[src/rtl/s32x_vdp_bus_initiator_pkg.sv]
// rtl/s32x_vdp_bus_initiator_pkg.sv - shared 32X bridge types, FSM encodings and request legality check
package s32x_vdp_bus_initiator_pkg;

  typedef enum logic [1:0] {
    SEL_REG  = 2'b00,
    SEL_PAL  = 2'b01,
    SEL_DRAM = 2'b10
  } vdp_sel_t;

  typedef enum logic [1:0] {
    SZ_BYTE = 2'b00,
    SZ_WORD = 2'b01,
    SZ_LONG = 2'b10
  } acc_size_t;

  typedef enum logic [2:0] {
    INIT_IDLE    = 3'd0,
    INIT_SETUP   = 3'd1,
    INIT_STROBE  = 3'd2,
    INIT_RELEASE = 3'd3,
    INIT_FIN     = 3'd4
  } init_state_t;

  // Plain constants so the FSM register stays a bare logic vector
  localparam logic [2:0] ST_IDLE    = INIT_IDLE;
  localparam logic [2:0] ST_SETUP   = INIT_SETUP;
  localparam logic [2:0] ST_STROBE  = INIT_STROBE;
  localparam logic [2:0] ST_RELEASE = INIT_RELEASE;
  localparam logic [2:0] ST_FIN     = INIT_FIN;

  localparam int TOUT_W = 16;

  function automatic logic req_illegal(input logic [1:0] size, input logic [1:0] sel,
                                       input logic [1:0] addr_lo);
    return (sel == 2'b11) || (size == 2'b11) ||
           ((size != SZ_BYTE) && addr_lo[0]) ||
           ((size == SZ_LONG) && addr_lo[1]);
  endfunction

endpackage

[src/rtl/s32x_bus_timeout.sv]
// rtl/s32x_bus_timeout.sv - loadable down-counter; expired marks the last permitted cycle
module s32x_bus_timeout #(
  parameter int W = 16
) (
  input  logic         CLK,
  input  logic         RST_N,
  input  logic         load,
  input  logic [W-1:0] load_val,
  input  logic         en,
  output logic         expired
);

  logic [W-1:0] count;

  // A load value of 0 parks the counter at 0, which never expires
  always_ff @(posedge CLK or negedge RST_N) begin
    if (!RST_N) begin
      count <= '0;
    end else if (load) begin
      count <= load_val;
    end else if (en && (count != '0)) begin
      count <= count - W'(1);
    end
  end

  assign expired = en && (count == W'(1));

endmodule

[src/rtl/s32x_vdp_bus_initiator.sv]
// rtl/s32x_vdp_bus_initiator.sv - 32X VDP bus initiator: host request to CS/strobe/ACK_N handshake
module s32x_vdp_bus_initiator
  import s32x_vdp_bus_initiator_pkg::*;
#(
  parameter int TIMEOUT   = 255,
  parameter int SETUP_CYC = 1
) (
  input  logic        CLK,
  input  logic        RST_N,
  input  logic        REQ,
  input  logic        WE,
  input  logic [1:0]  SIZE,
  input  logic [1:0]  SEL,
  input  logic [17:0] ADDR,
  input  logic [31:0] WDATA,
  output logic [31:0] RDATA,
  output logic        BUSY,
  output logic        DONE,
  output logic        ERR,
  output logic [16:0] A,
  output logic [15:0] DO,
  input  logic [15:0] DI,
  output logic        RD_N,
  output logic        LWR_N,
  output logic        UWR_N,
  output logic        REG_CS_N,
  output logic        PAL_CS_N,
  output logic        DRAM_CS_N,
  input  logic        ACK_N
);

  logic [2:0]  state;
  logic [2:0]  state_nx;
  logic        lat_we;
  logic [1:0]  lat_size;
  logic [1:0]  lat_sel;
  logic [17:0] lat_addr;
  logic [31:0] lat_wdata;
  logic        half;
  logic        err_flag;
  logic [7:0]  setup_cnt;
  logic [31:0] rdata_q;
  logic [31:0] rd_capture;
  logic        tmr_expired;
  logic        cs_active;
  logic        strobe_on;
  logic        byte_odd;
  logic        byte_even;

  s32x_bus_timeout #(
    .W(TOUT_W)
  ) u_timeout (
    .CLK     (CLK),
    .RST_N   (RST_N),
    .load    (state_nx != state),
    .load_val(TOUT_W'(TIMEOUT)),
    .en      (BUSY),
    .expired (tmr_expired)
  );

  always_comb begin
    state_nx = state;
    case (state)
      ST_IDLE: begin
        if (REQ) state_nx = req_illegal(SIZE, SEL, ADDR[1:0]) ? ST_FIN : ST_SETUP;
      end
      ST_SETUP: begin
        // A stale ACK_N holds us here; only then may the timer abort the access
        if (!ACK_N && tmr_expired) state_nx = ST_FIN;
        else if (ACK_N && (setup_cnt == 8'd0)) state_nx = ST_STROBE;
      end
      ST_STROBE: begin
        if (!ACK_N) state_nx = ST_RELEASE;
        else if (tmr_expired) state_nx = ST_FIN;
      end
      ST_RELEASE: begin
        if (ACK_N) state_nx = ((lat_size == SZ_LONG) && !half) ? ST_SETUP : ST_FIN;
        else if (tmr_expired) state_nx = ST_FIN;
      end
      ST_FIN:  state_nx = ST_IDLE;
      default: state_nx = ST_IDLE;
    endcase
  end

  // Big-endian lanes: even byte on [15:8]; long halves fill [31:16] first
  always_comb begin
    rd_capture = rdata_q;
    if (lat_size == SZ_BYTE) rd_capture = {24'h0, lat_addr[0] ? DI[7:0] : DI[15:8]};
    else if ((lat_size == SZ_LONG) && !half) rd_capture[31:16] = DI;
    else if (lat_size == SZ_LONG) rd_capture[15:0] = DI;
    else rd_capture = {16'h0, DI};
  end

  always_ff @(posedge CLK or negedge RST_N) begin
    if (!RST_N) begin
      state     <= ST_IDLE;
      lat_we    <= 1'b0;
      lat_size  <= 2'b00;
      lat_sel   <= 2'b00;
      lat_addr  <= '0;
      lat_wdata <= '0;
      half      <= 1'b0;
      err_flag  <= 1'b0;
      setup_cnt <= '0;
      rdata_q   <= '0;
    end else begin
      state <= state_nx;
      case (state)
        ST_IDLE: begin
          if (REQ) begin
            lat_we    <= WE;
            lat_size  <= SIZE;
            lat_sel   <= SEL;
            lat_addr  <= ADDR;
            lat_wdata <= WDATA;
            half      <= 1'b0;
            err_flag  <= req_illegal(SIZE, SEL, ADDR[1:0]);
            rdata_q   <= '0;
          end
        end
        ST_SETUP: begin
          if (setup_cnt != 8'd0) setup_cnt <= setup_cnt - 8'd1;
          if (!ACK_N && tmr_expired) err_flag <= 1'b1;
        end
        ST_STROBE: begin
          if (!ACK_N) begin
            if (!lat_we) rdata_q <= rd_capture;
          end else if (tmr_expired) begin
            err_flag <= 1'b1;
          end
        end
        ST_RELEASE: begin
          if (ACK_N) begin
            if (lat_size == SZ_LONG) half <= 1'b1;
          end else if (tmr_expired) begin
            err_flag <= 1'b1;
          end
        end
        default: ;
      endcase
      if ((state_nx == ST_SETUP) && (state != ST_SETUP)) setup_cnt <= 8'(SETUP_CYC - 1);
    end
  end

  assign cs_active = (state == ST_SETUP) || (state == ST_STROBE) || (state == ST_RELEASE);
  assign strobe_on = (state == ST_STROBE);
  assign byte_odd  = (lat_size == SZ_BYTE) && lat_addr[0];
  assign byte_even = (lat_size == SZ_BYTE) && !lat_addr[0];

  assign BUSY  = cs_active;
  assign DONE  = (state == ST_FIN) && !err_flag;
  assign ERR   = (state == ST_FIN) && err_flag;
  assign RDATA = rdata_q;

  // Address and data derive only from request latches, so they cannot move mid-strobe
  assign A  = lat_addr[17:1] + {16'h0, half};
  assign DO = (lat_size == SZ_BYTE) ? {2{lat_wdata[7:0]}} :
              ((lat_size == SZ_LONG) && !half) ? lat_wdata[31:16] : lat_wdata[15:0];

  assign RD_N  = !(strobe_on && !lat_we);
  assign UWR_N = !(strobe_on && lat_we && !byte_odd);
  assign LWR_N = !(strobe_on && lat_we && !byte_even);

  assign REG_CS_N  = !(cs_active && (lat_sel == SEL_REG));
  assign PAL_CS_N  = !(cs_active && (lat_sel == SEL_PAL));
  assign DRAM_CS_N = !(cs_active && (lat_sel == SEL_DRAM));

endmodule

[config.mk]
export PLATFORM = sky130hd
export DESIGN_NAME = s32x_vdp_bus_initiator
export DESIGN_NICKNAME = d
export VERILOG_FILES = /design/src/rtl/s32x_vdp_bus_initiator_pkg.sv /design/src/rtl/s32x_bus_timeout.sv /design/src/rtl/s32x_vdp_bus_initiator.sv
export SDC_FILE = /design/constraint.sdc
export NUM_CORES = 1
export LEC_CHECK = 0
export CORE_MARGIN = 1
export CORE_UTILIZATION = 30
export CTS_BUF_LIST = sky130_fd_sc_hd__clkbuf_4 sky130_fd_sc_hd__clkbuf_8
export DETAILED_ROUTE_END_ITERATION = 16
export DONT_BUFFER_PORTS = 1
export PLACE_DENSITY = 0.53
export SKIP_CTS_REPAIR_TIMING = 1
export SYNTH_ARGS = -nofsm -noshare
export SYNTH_HDL_FRONTEND = slang
export SYNTH_SLANG_ARGS = --single-unit
[constraint.sdc]
create_clock -name CLK -period 2.7 [get_ports CLK]
set_input_delay 0.81 -clock CLK [delete_from_list [all_inputs] [get_ports CLK]]
set_output_delay 0.81 -clock CLK [all_outputs]
set_load 0.02 [all_outputs]
==> results.md, run 1 <==
- The run finished, with violations left.
- The final reports fail on negative setup slack.
- The transition at the pin with the smallest max-transition slack is 0.6387 ns.
- The area of the die is ~0.021 sq mm.
- The worst slew margin relative to its limit is 56.95%.
- The critical path arrival is between 2 and 2.5 ns.
- In this run, the number of DRC markers left after iteration 0 of detailed routing was approximately 230.
- Counting the buffers created by CTS gives 17.
- In this run the worst path has a maximum fanout of 4.
- The proportion of register bits with asynchronous set or reset after synthesis is 100.0%.
- The worst reg-to-reg path cell count is 9.
- The global-route usage over all layers is about 16%.
- During synthesis, Yosys emitted a total of 0 warnings.
- The number of port buffers is 0.
- The power per cell area is ~1100 mW/mm^2.
- Setup repair after global routing could not meet its margin everywhere.
- The layout filler cell count is around 2100.
- Across the run, the number of max-cap violations was 0.
- The number of vias in the routed layout is about 4800.
- The longest individual stage delay on the worst path is 0.39 ns.
- The area taken by multi-input logic gates is 0.002935 sq mm.
- Counting I/O delays and the setup requirement, the final critical path takes approximately 2.8 ns.
- The number of nets in the layout is 791.
- The most numerous cell type found on the critical path is ha_4.
- The element type at the critical path start is a flop.
- The final layout contains routed wiring with a total length of 16.12 mm.
- The number of storage elements in the synthesis netlist is ~120.
- The worst-case vdd ir drop is approximately 0.53 mV.
- The power after layout is 0.007846 W.
- The root buffer cell chosen for the clock tree is clkbuf_8.
- The leftover overflow at the end of global routing is 0.
- The number of setup violations in the final report is 14.
- The portion of the post-synthesis area used by sequential elements is 48.53%.
- The startpoint-to-endpoint class of the critical path is flop to output port.
- The initial standard-cell utilization of the core is 30.64%.
- The routability congestion estimate is 0.7951.
- The residual antenna-violating net count after detailed routing is 0.
- The area share of the largest cell type after synthesis is 48.53%.
- Based on the critical path, the design can be clocked at up to around 350 MHz.
- 0 antenna diodes ended up in the layout.
- The average wire per cell in the routed design is 16.35 microns.
- The final worst setup slack is -0.1220 ns.
- The clock passes through at most 2 buffers.
- The number of global-route vias before repair is just under 5000.
- The number of clock sinks seen by CTS is between 100 and 150.
- The count of final max-slew check failures is 0.
- The y dimension of the die is roughly 140 microns.
- By area the synthesized netlist is led by dfrtp_1 49%, nand2_1 13%, nor2_1 3.2%, xnor2_1 2.8%, nand3_1 2.7%.
- The worst register-to-register path ends at u_timeout.count[3].
- The average cell area after synthesis is 8.797 sq um.
- The first global-routing pass estimated 25.41 mm of wire.
- The combined flip-flop and latch cell area is 0.002905 sq mm.
- The number of H-tree levels is 4.
- The number of antenna violations at the first check in global routing came to 0.
- The path class of the tightest hold or removal check is input pin to asynchronous set/reset pin.
- The number of enable flip-flop cells after synthesis is 0.
- The number of remaining DRC errors is 0.
- Among all cell types in the netlist, the one instantiated most often is nand2_1.
- The post-route netlist has between 15 and 20% of its cells at a drive strength greater than 1.
- The count of endpoints failing hold in the final timing report was 0.
- The pin count of the biggest net entering global routing is ~120.
- For the worst-skew pair, the clock arrives at the later sink with an insertion delay of approximately 0.43 ns.
- The capturing element type of the critical path is an output port.
- Compared with the post-synthesis result, the final layout area differs by 17.51%.
- The most used flip-flop cell after synthesis is dfrtp_1.
- For the worst setup path, the data required time is 1.89 ns.
- The die is around 140 microns wide.
- The startpoint identified for the worst register-to-register timing path is half.
- The final worst-path cycle share is 104.5%.
- The number of nets in the synthesized netlist is about 760.
- The clock skew after layout is approximately 0.012 ns.
- The standard-cell row count is between 50 and 60.
- The largest total area in the synthesized netlist belongs to dfrtp_1.
- The boundary pin count is ~150.
- The number of different library cells used by synthesis comes to 62.
- Walking the worst path, the cells encountered are ha_4 -> ha_4 -> and3_4 -> and4_4 -> nand4_1 -> xnor2_1 -> buf_4.
- The cell count after synthesis is 680.
- TritonCTS built the clock tree.
- The detailed-placement wirelength estimate is between 10 and 15 mm.
- The post-synthesis instance area is roughly 0.006 sq mm.
- The region available for standard cell placement spans a little under 0.02 sq mm.
- OpenSTA, run right after detailed placement, puts the worst setup slack at 0.1699 ns.
- For this design, the slowest cell found on the critical path is dfrtp_1.
- The post-detailed-route via-to-cell ratio is approximately 5.
- By count the netlist is led by 204 x nand2_1, 116 x dfrtp_1, 51 x nor2_1, 32 x nand3_1, 25 x clkbuf_1.
- The total iterations of the first detailed-routing run is 4.
- The analysis attributes to cell leakage a power of 3.143 nW.
- The register-to-register setup slack is approximately 0.09 ns.
- The clock-pin slew on the worst setup and hold paths is ~0.08 ns.
-- state kept, by name, summed over array words and instances (netlist names), 2 cells and up --
register,flops
lat_addr,18
state,3
lat_wdata,32
lat_size,2
lat_sel,2
setup_cnt,8
u_timeout.count,16
RDATA,32
-- metal layers --
layer | GRT usage [%] | vias to the layer above | part of all wire (%)
met5 | 0 | - | 0
met4 | 5.543 | 0 | 1.2
met3 | 6.942 | 11 | 10
met2 | 25.75 | 147 | 46
met1 | 19.98 | 2323 | 43
li1 | - | 2343 | -
-- logic make-up (layout without fill, tap and decap cells) --
| group | after synthesis | count (layout) | synth area share, % |
|---|---|---|---|
| AOI/OAI and AO/OA | 88 | 88 | 10.35 |
| xor gates and xnor gates | 33 | 33 | 4.832 |
| adders and majority gates | 7 | 7 | 1.464 |
| buffers and inverters | 60 | 101 | 3.953 |
| DFF | 116 | 116 | 48.53 |
| muxes | 16 | 16 | 2.845 |
| and+or+nand+nor | 360 | 360 | 28.03 |
-- through the flow --
step                cells  util [%]  area, sq um  hold WS (ns)  TNS, ns
floorplan             680         -         5982        0.4417        0
global placement      944     33.03         6449        0.4578        0
detailed placement    944     33.03         6449        0.4611        0
CTS                   975     35.06         6847       0.03672   -3.091
global route          986     36.00         7029       0.01941   -2.516
finish                986     36.00         7029       0.06828   -1.133
-- worst max-delay path: cells and delay by family (launching register included) --
kind | cells | cell delay, ns
buffers and inverters | 1 | 0.16
xor gates and xnor gates | 1 | 0.18
DFF | 1 | 0.39
adders and majority gates | 2 | 0.30
and+or+nand+nor | 3 | 0.54
-- how the worst max path moves through the flow --
stage / from / endpoint / slack [ns] / depth (start not counted)
floorplan: half / A[16] / 0.18 / 6
global placement: half / A[16] / 0.22 / 7
detailed placement: u_timeout.count[1] / u_timeout.count[11] / 0.17 / 8
CTS: lat_addr[1] / A[16] / -0.33 / 7
global route: lat_addr[1] / A[16] / -0.23 / 7
finish: lat_addr[1] / A[16] / -0.12 / 7
-- placed cells by master, fill, tap and decap left out, drive strengths merged, types with 2 or more instances in the layout --
master | netlist | layout
and3 | 7 | 7
clkinvlp | 0 | 2
xnor2 | 19 | 19
or4 | 6 | 6
clkinv | 0 | 6
inv | 24 | 24
o22a | 8 | 8
o211ai | 2 | 2
nand2b | 3 | 3
nor4 | 7 | 7
a211oi | 2 | 2
nor3 | 19 | 19
a21oi | 14 | 14
ha | 7 | 7
a41oi | 2 | 2
xor2 | 14 | 14
nand4 | 4 | 4
or3b | 3 | 3
dfrtp | 116 | 116
o21ai | 30 | 30
nand2 | 204 | 204
o31ai | 9 | 9
bufinv | 0 | 3
and4 | 2 | 2
mux2i | 8 | 8
o21a | 3 | 3
buf | 11 | 46
nor2 | 51 | 51
a21o | 3 | 3
clkbuf | 25 | 20
a31oi | 3 | 3
nor2b | 5 | 5
nor3b | 4 | 4
or4b | 3 | 3
nand3 | 32 | 32
or3 | 4 | 4
mux2 | 8 | 8
nand3b | 2 | 2
-- area by class of cell --
class	count	area share, %
Sequential cell	116	41.33
Tap cell	265	4.717
Clock buffer	20	3.738
Clock inverter	11	1.922
Multi-Input combinational cell	504	41.76
Timing Repair Buffer	46	5.251
Inverter	24	1.282
-- power by group --
part	internal (W)	switching (W)	total, W
sequential	0.00228	0.000605	0.00289
combinational	0.00125	0.00206	0.00331
clock	0.000941	0.000704	0.00165
(Power assumes the default switching activity.)
==> inputs of run 2 (changes only) <==
--- a/config.mk
+++ b/config.mk
@@ -15,3 +15,4 @@
 export SYNTH_ARGS = -nofsm -noshare
 export SYNTH_HDL_FRONTEND = slang
 export SYNTH_SLANG_ARGS = --single-unit
+export TNS_END_PERCENT = 5
==> run 2 against run 1 <==
  * The flow still finishes with violations (negative setup slack)
  * First-iteration DRC count shrank 14%
  * Clock-buffer cell count is the same
  * Critical path depth shrank 3
  * Critical path type unchanged
  * Highest routed layer unchanged
==> results.md, run 2 (same netlist as run 1, synthesis figures left out) <==
- The worst reg2reg path startpoint is u_timeout.count[1] (was half).
- The count of final max-slew check failures came to 0 (unchanged).
- The worst-case vdd ir drop came to 0.5290 mV (was 0.5303 mV).
- The startpoint-to-endpoint class of the critical path is flop to output port (unchanged).
- The number of nets in the layout is 785 (was 791).
- The worst reg-to-reg path cell count is 8 (was 9).
- The detailed-placement wirelength estimate came to 11.29 mm (unchanged).
- The internal power component came to 0.004408 W (was 0.004477 W).
- The number of global-route vias before repair is 4870 (unchanged).
- The register-to-register setup slack is 0.17 ns (was 0.09 ns).
- The number of H-tree levels is 4 (unchanged).
- The area inside the core boundary came to 0.01953 sq mm (unchanged).
- The total iterations of the first detailed-routing run came to 4 (unchanged).
- The final worst-path cycle share is 105.3% (was 104.5%).
- The maximum achievable frequency came to 351.8 MHz (was 354.4 MHz).
- The transition at the pin with the smallest max-transition slack is 0.6306 ns (was 0.6387 ns).
- Failing checks: negative setup slack (unchanged).
- The pin count of the biggest net entering global routing was 117 (unchanged).
- The utilization after layout is 35.53% (was 36.00%).
- The number of port buffers came to 0 (unchanged).
- The number of remaining DRC errors was 0 (unchanged).
- The number of max-cap violations is 0 (unchanged).
- The number of design-rule violations left by the first detailed-router iteration is 200 (was 233).
- The routability congestion estimate is 0.7951 (unchanged).
- The number of buffers on the longest clock path is 2 (unchanged).
- The count of endpoints failing hold in the final timing report is 0 (unchanged).
- The number of antenna violations at the first check in global routing was 0 (unchanged).
- The standard-cell row count is 51 (unchanged).
- The total routed wirelength is 15.90 mm (was 16.12 mm).
- The sequential group share of total power is 37.2% (was 36.8%).
- The number of clock sinks seen by CTS is 116 (unchanged).
- The element type at the critical path start is a flop (unchanged).
- The number of antenna diodes was 0 (unchanged).
- The capturing element type of the critical path is an output port (unchanged).
- The required time reported for the critical path endpoint was 1.89 ns (about the same).
- The area of the die is 0.02051 sq mm (unchanged).
- Unrepaired setup endpoints after global routing: true (unchanged).
- Result of the run: finished, violations left (unchanged).
- The power per cell area is 1115 mW/mm^2 (was 1116 mW/mm^2).
- The clock-pin slew on the worst setup and hold paths was 0.07 ns (was 0.08 ns).
- The worst slew margin relative to its limit came to 57.50% (was 56.95%).
- The TritonCTS clock tree is built (unchanged).
- The net switching power is 0.003329 W (was 0.003369 W).
- The post-detailed-route via-to-cell ratio is 4.897 (was 4.892).
- The leftover overflow at the end of global routing is 0 (unchanged).
- The class of the most critical hold timing path is input pin to asynchronous set/reset pin (unchanged).
- The residual antenna-violating net count after detailed routing was 0 (unchanged).
- The boundary pin count came to 149 (unchanged).
- The critical path arrival is 2.03 ns (was 2.01 ns).
- The die boundary width came to 143.2 microns (unchanged).
- The fraction of power consumed by the clock network came to 21.2% (was 21.0%).
- Commonest cells after routing, fill and taps aside: 204 x nand2_1, 115 x dfrtp_1, 50 x nor2_1 (was 204 x nand2_1, 114 x dfrtp_1, 49 x nor2_1).
- The terminus of the critical flop-to-flop path is u_timeout.count[11] (was u_timeout.count[3]).
- The number of vias in the routed layout is 4799 (was 4824).
- The area overhead of the layout relative to synthesis was 15.98% (was 17.51%).
- The critical-path maximum fanout is 13 (was 4).
- The clock skew after layout was 0.01177 ns (was 0.01205 ns).
- The leakage dissipation came to 3.096 nW (was 3.143 nW).
- The global-route usage over all layers came to 16.35% (unchanged).
- The initial standard-cell utilization of the core is 30.64% (unchanged).
- The number of setup violations in the final report is 13 (was 14).
- The first-pass GRT wire length is 25.41 mm (unchanged).
- The final sum of negative setup slack is -1.375 ns (was -1.133 ns).
- The share of total power in combinational logic is 41.6% (was 42.2%).
- The clock root buffer is clkbuf_8 (unchanged).
- The proportion of total power due to net switching is 43.02% (was 42.94%).
- The average wire per cell in the routed design is 16.23 microns (was 16.35 microns).
- The minimum clock period is 2.842 ns (was 2.822 ns).
- The total CTS buffers is 17 (unchanged).
- The worst slack at placement came to 0.1699 ns (unchanged).
- The final worst setup slack is -0.1422 ns (was -0.1220 ns).
- The clock insertion delay at the later pin of the skew report is 0.43 ns (about the same).
- The commonest non-fill, non-tap cell in the layout is nand2_1 (unchanged).
- The fraction of final layout cells sized beyond drive strength 1 was 15.38% (was 16.92%).
- The y dimension of the die is 143.2 microns (unchanged).
run 2: routing by layer:
metal	share of wire, %	up-vias	track usage [%]
li1	-	2330	-
met1	43	2300	19.98
met2	46	158	25.75
met3	9.6	11	6.942
met4	1.2	0	5.543
met5	0	-	0
run 2: per-stage QoR:
step           hold WS (ns)  power, W  cell area (sq um)  instances
2_1_floorplan        0.4417  0.005157               5982        680
3_3_place_gp         0.4578  0.006050               6449        944
3_5_place_dp         0.4611  0.006082               6449        944
4_1_cts             0.03672  0.007760               6847        975
5_1_grt             0.01941  0.008282               6938        980
6_report            0.06752  0.007737               6938        980
run 2: final cells by class:
cell class	instances	area [sq um]
inverters	24	90.09
clock inverters	11	135.1
multi-input cells	504	2902
repair buffers	40	312.8
well taps	265	331.6
fillers	2066	12590
flip-flops and latches	116	2904
clock buffers	20	262.8
run 2: power by group through the flow:
| stage | sequential (W) | clock (W) | combinational (W) |
|---|---|---|---|
| 3_5_place_dp | 0.00289 | 0 | 0.00319 |
| 2_1_floorplan | 0.00270 | 0 | 0.00245 |
| 4_1_cts | 0.00286 | 0.00170 | 0.00320 |
| 5_1_grt | 0.00296 | 0.00178 | 0.00354 |
| 6_report | 0.00288 | 0.00164 | 0.00322 |
| 3_3_place_gp | 0.00288 | 0 | 0.00317 |
run 2: critical path: stages, from the launching register on:
cell,delay (ns)
dfrtp_1,0.41
buf_4,0.20
or3b_4,0.44
buf_4,0.20
mux2_2,0.35
run 2: worst max-delay path by stage:
| stage | endpoint | start | slack, ns | depth (start not counted) |
|---|---|---|---|---|
| floorplan | A[16] | half | 0.18 | 6 |
| global placement | A[16] | half | 0.22 | 7 |
| detailed placement | u_timeout.count[11] | u_timeout.count[1] | 0.17 | 8 |
| CTS | A[16] | lat_addr[1] | -0.33 | 7 |
| global route | A[16] | lat_addr[1] | -0.23 | 7 |
| finish | DO[2] | half | -0.14 | 4 |
==> inputs of run 3 (changes only) <==
--- a/config.mk
+++ b/config.mk
@@ -10,7 +10,7 @@
 export CTS_BUF_LIST = sky130_fd_sc_hd__clkbuf_4 sky130_fd_sc_hd__clkbuf_8
 export DETAILED_ROUTE_END_ITERATION = 16
 export DONT_BUFFER_PORTS = 1
-export PLACE_DENSITY = 0.53
+export PLACE_DENSITY = 0.54
 export SKIP_CTS_REPAIR_TIMING = 1
 export SYNTH_ARGS = -nofsm -noshare
 export SYNTH_HDL_FRONTEND = slang
==> constraint.sdc (replaced) <==
create_clock -name CLK -period 2.6 [get_ports CLK]
set_input_delay 0.78 -clock CLK [delete_from_list [all_inputs] [get_ports CLK]]
set_output_delay 0.78 -clock CLK [all_outputs]
set_load 0.02 [all_outputs]
==> run 3 against run 2 <==
  * The run still ends with negative setup slack left
  * Die area unchanged
  * Core utilization is 1.1 points higher
  * Non-clock buffer count increased by 10
  * Clock-buffer cell count up 4
  * Setup slack lost 0.065 ns
  * Hold slack improved by 0.095 ns
==> results.md, run 3 (same netlist as run 1, synthesis figures left out) <==
- The placed cell area is 0.006506 sq mm (was 0.006449 sq mm).
- The final worst setup slack is -0.2071 ns (was -0.1422 ns).
- The number of clock sinks seen by CTS is 116 (unchanged).
- The number of logic stages on the critical path including buffering is 7 (was 4).
- The transition at the pin with the smallest max-transition slack is 1.011 ns (was 0.6306 ns).
- The first-pass GRT wire length is 25.41 mm (unchanged).
- The total CTS buffers is 17 (unchanged).
- The total length of routed met2 wires is 7.303 mm (was 7.306 mm).
- Unrepaired setup endpoints after global routing: true (unchanged).
- The cell repeated most along the worst path was ha_4 (was buf_4).
- The met1 wire length is 7.112 mm (was 6.876 mm).
- The clock insertion delay at the later pin of the skew report is 0.44 ns (was 0.43 ns).
- The boundary pin count is 149 (unchanged).
- The die boundary width is 143.2 microns (unchanged).
- The number of antenna diodes is 0 (unchanged).
- The number of global-route vias before repair is 4817 (was 4870).
- The layout filler cell count was 2043 (was 2066).
- The fraction of power consumed by the clock network is 22.8% (was 21.2%).
- The minimum clock period is between 2 and 3 ns.
- The final worst-path cycle share is 108.0%.
- The average wire per cell in the routed design is 16.61 microns (was 16.23 microns).
- The element type at the critical path start is a flop (unchanged).
- The number of antenna violations at the first check in global routing was 0 (unchanged).
- The dominant delay contributor by cell family on the critical path is simple AND/OR/NAND/NOR gates (unchanged).
- The worst slew margin relative to its limit is 32.58% (was 57.50%).
- The number of nets in the layout was 795 (was 785).
- The commonest non-fill, non-tap cell in the layout is nand2_1 (unchanged).
- The number of setup violations in the final report is 14 (was 13).
- The count of final max-slew check failures came to 0 (unchanged).
- The class of the most critical hold timing path is input pin to asynchronous set/reset pin (unchanged).
- The post-detailed-route via-to-cell ratio came to 4.907 (was 4.897).
- The TritonCTS clock tree is built (unchanged).
- The number of design-rule violations left by the first detailed-router iteration was 205 (was 200).
- The uppermost signal routing layer after detailed routing is met4 (unchanged).
- The critical-path maximum fanout is 4 (was 13).
- The routed wire length on met3 is 1.817 mm (was 1.525 mm).
- The clock skew after layout came to 0.01498 ns (was 0.01177 ns).
- The routability congestion estimate was 0.7963 (was 0.7951).
- The clock root buffer is clkbuf_8 (unchanged).
- The number of max-cap violations is 0 (unchanged).
- The initial standard-cell utilization of the core is 30.64% (unchanged).
- The clock-pin slew on the worst setup and hold paths was 0.08 ns (was 0.07 ns).
- The buffers plus inverters on the worst setup path is 1 (was 2).
- The number of buffers on the longest clock path is 2 (unchanged).
- Ordered cell list for the critical path: ha_4 -> ha_4 -> and3_4 -> and4_4 -> nand4_1 -> xnor2_1 -> buf_4 (was buf_4 -> or3b_4 -> buf_4 -> mux2_2).
- The leftover overflow at the end of global routing is 0 (unchanged).
- Commonest cells after routing, fill and taps aside: 204 x nand2_1, 113 x dfrtp_1, 51 x nor2_1 (was 204 x nand2_1, 115 x dfrtp_1, 50 x nor2_1).
- The area of the die is 0.02051 sq mm (unchanged).
- The residual antenna-violating net count after detailed routing is 0 (unchanged).
- The standard-cell row count is 51 (unchanged).
- The post-route cell area is 0.007148 sq mm (was 0.006938 sq mm).
- The startpoint-to-endpoint class of the critical path is flop to output port (unchanged).
- The worst reg-to-reg path cell count is 5 (was 8).
- The internal power component came to 0.004851 W (was 0.004408 W).
- Result of the run: finished, violations left (unchanged).
- The total iterations of the first detailed-routing run came to 4 (unchanged).
- The pin count of the biggest net entering global routing is 117 (unchanged).
- The maximum achievable frequency is between 300 and 400 MHz.
- The net switching power was 0.003536 W (was 0.003329 W).
- The final sum of negative setup slack is -1.941 ns (was -1.375 ns).
- The master of the slowest instance on the critical path is dfrtp_1 (was or3b_4).
- The fraction of final layout cells sized beyond drive strength 1 is 17.49% (was 15.38%).
- The y dimension of the die came to 143.2 microns (unchanged).
- The proportion of total power due to net switching is 42.16% (was 43.02%).
- The sequential group share of total power came to 35.3% (was 37.2%).
- The area overhead of the layout relative to synthesis is 19.49% (was 15.98%).
- The worst-case vdd ir drop is 0.6107 mV (was 0.5290 mV).
- The count of endpoints failing hold in the final timing report was 0 (unchanged).
- The number of vias in the routed layout is 4863 (was 4799).
- The capturing element type of the critical path was an output port (unchanged).
- The number of H-tree levels is 4 (unchanged).
- The number of remaining DRC errors was 0 (unchanged).
- The area inside the core boundary is 0.01953 sq mm (unchanged).
- The share of total power in combinational logic is 41.8% (was 41.6%).
- The global-route usage over all layers came to 16.28% (was 16.35%).
- The detailed-placement wirelength estimate is 11.10 mm (was 11.29 mm).
- The number of port buffers is 0 (unchanged).
- Failing checks: negative setup slack (unchanged).
- The required time reported for the critical path endpoint came to 1.82 ns (was 1.89 ns).
- The total routed wirelength is 16.46 mm (was 15.90 mm).
- The critical path arrival was 2.03 ns (about the same).
- The power per cell area was 1173 mW/mm^2 (was 1115 mW/mm^2).
- The longest individual stage delay on the worst path is 0.40 ns (was 0.44 ns).
- The leakage dissipation is 3.190 nW (was 3.096 nW).
==> run 3: cell type report <==
cell class,instances,area (sq um),share of cell area (%)
multi-input cells,504,2913,40.75
flip-flops and latches,116,2907,40.66
repair buffers,50,454.2,6.354
well taps,265,331.6,4.639
clock buffers,24,305.3,4.271
clock inverters,8,147.6,2.065
inverters,24,90.09,1.260
==> run 3: routing by layer <==
metal	track usage (%)	vias up
met3	7.780	16
met4	6.103	0
met1	19.86	2331
li1	-	2361
met5	0	-
met2	24.75	155
==> run 3: power groups by stage <==
stage / clock network, W / registers, W / logic [W]
2_1_floorplan: 0 / 0.00281 / 0.00255
3_3_place_gp: 0 / 0.00297 / 0.00336
3_5_place_dp: 0 / 0.00297 / 0.00339
4_1_cts: 0.00196 / 0.00294 / 0.00340
5_1_grt: 0.00206 / 0.00306 / 0.00388
6_report: 0.00191 / 0.00296 / 0.00351
==> run 3: worst paths after layout <==
kind	from	end	slack [ns]
min in group CLK	WDATA[8]	lat_wdata[8]	0.45
min reg2reg	lat_wdata[20]	lat_wdata[20]	0.47
max	half	A[16]	-0.21
min	RST_N	u_timeout.count[15]	0.16
max reg2reg	u_timeout.count[6]	state[2]	0.11
max in group asynchronous	RST_N	state[2]	0.98
==> run 3: stage by stage <==
step / setup slack [ns] / hold WS [ns] / utilization (%) / std cells / power (W)
floorplan: 0.1067 / 0.4417 / - / 680 / 0.005356
detailed placement: 0.1191 / 0.4593 / 33.32 / 950 / 0.006360
global placement: 0.1322 / 0.4540 / 33.32 / 950 / 0.006333
CTS: -0.3968 / -0.0009814 / 35.64 / 982 / 0.008305
finish: -0.2071 / 0.1624 / 36.61 / 991 / 0.008387
global route: -0.3282 / 0.1374 / 36.61 / 991 / 0.008992
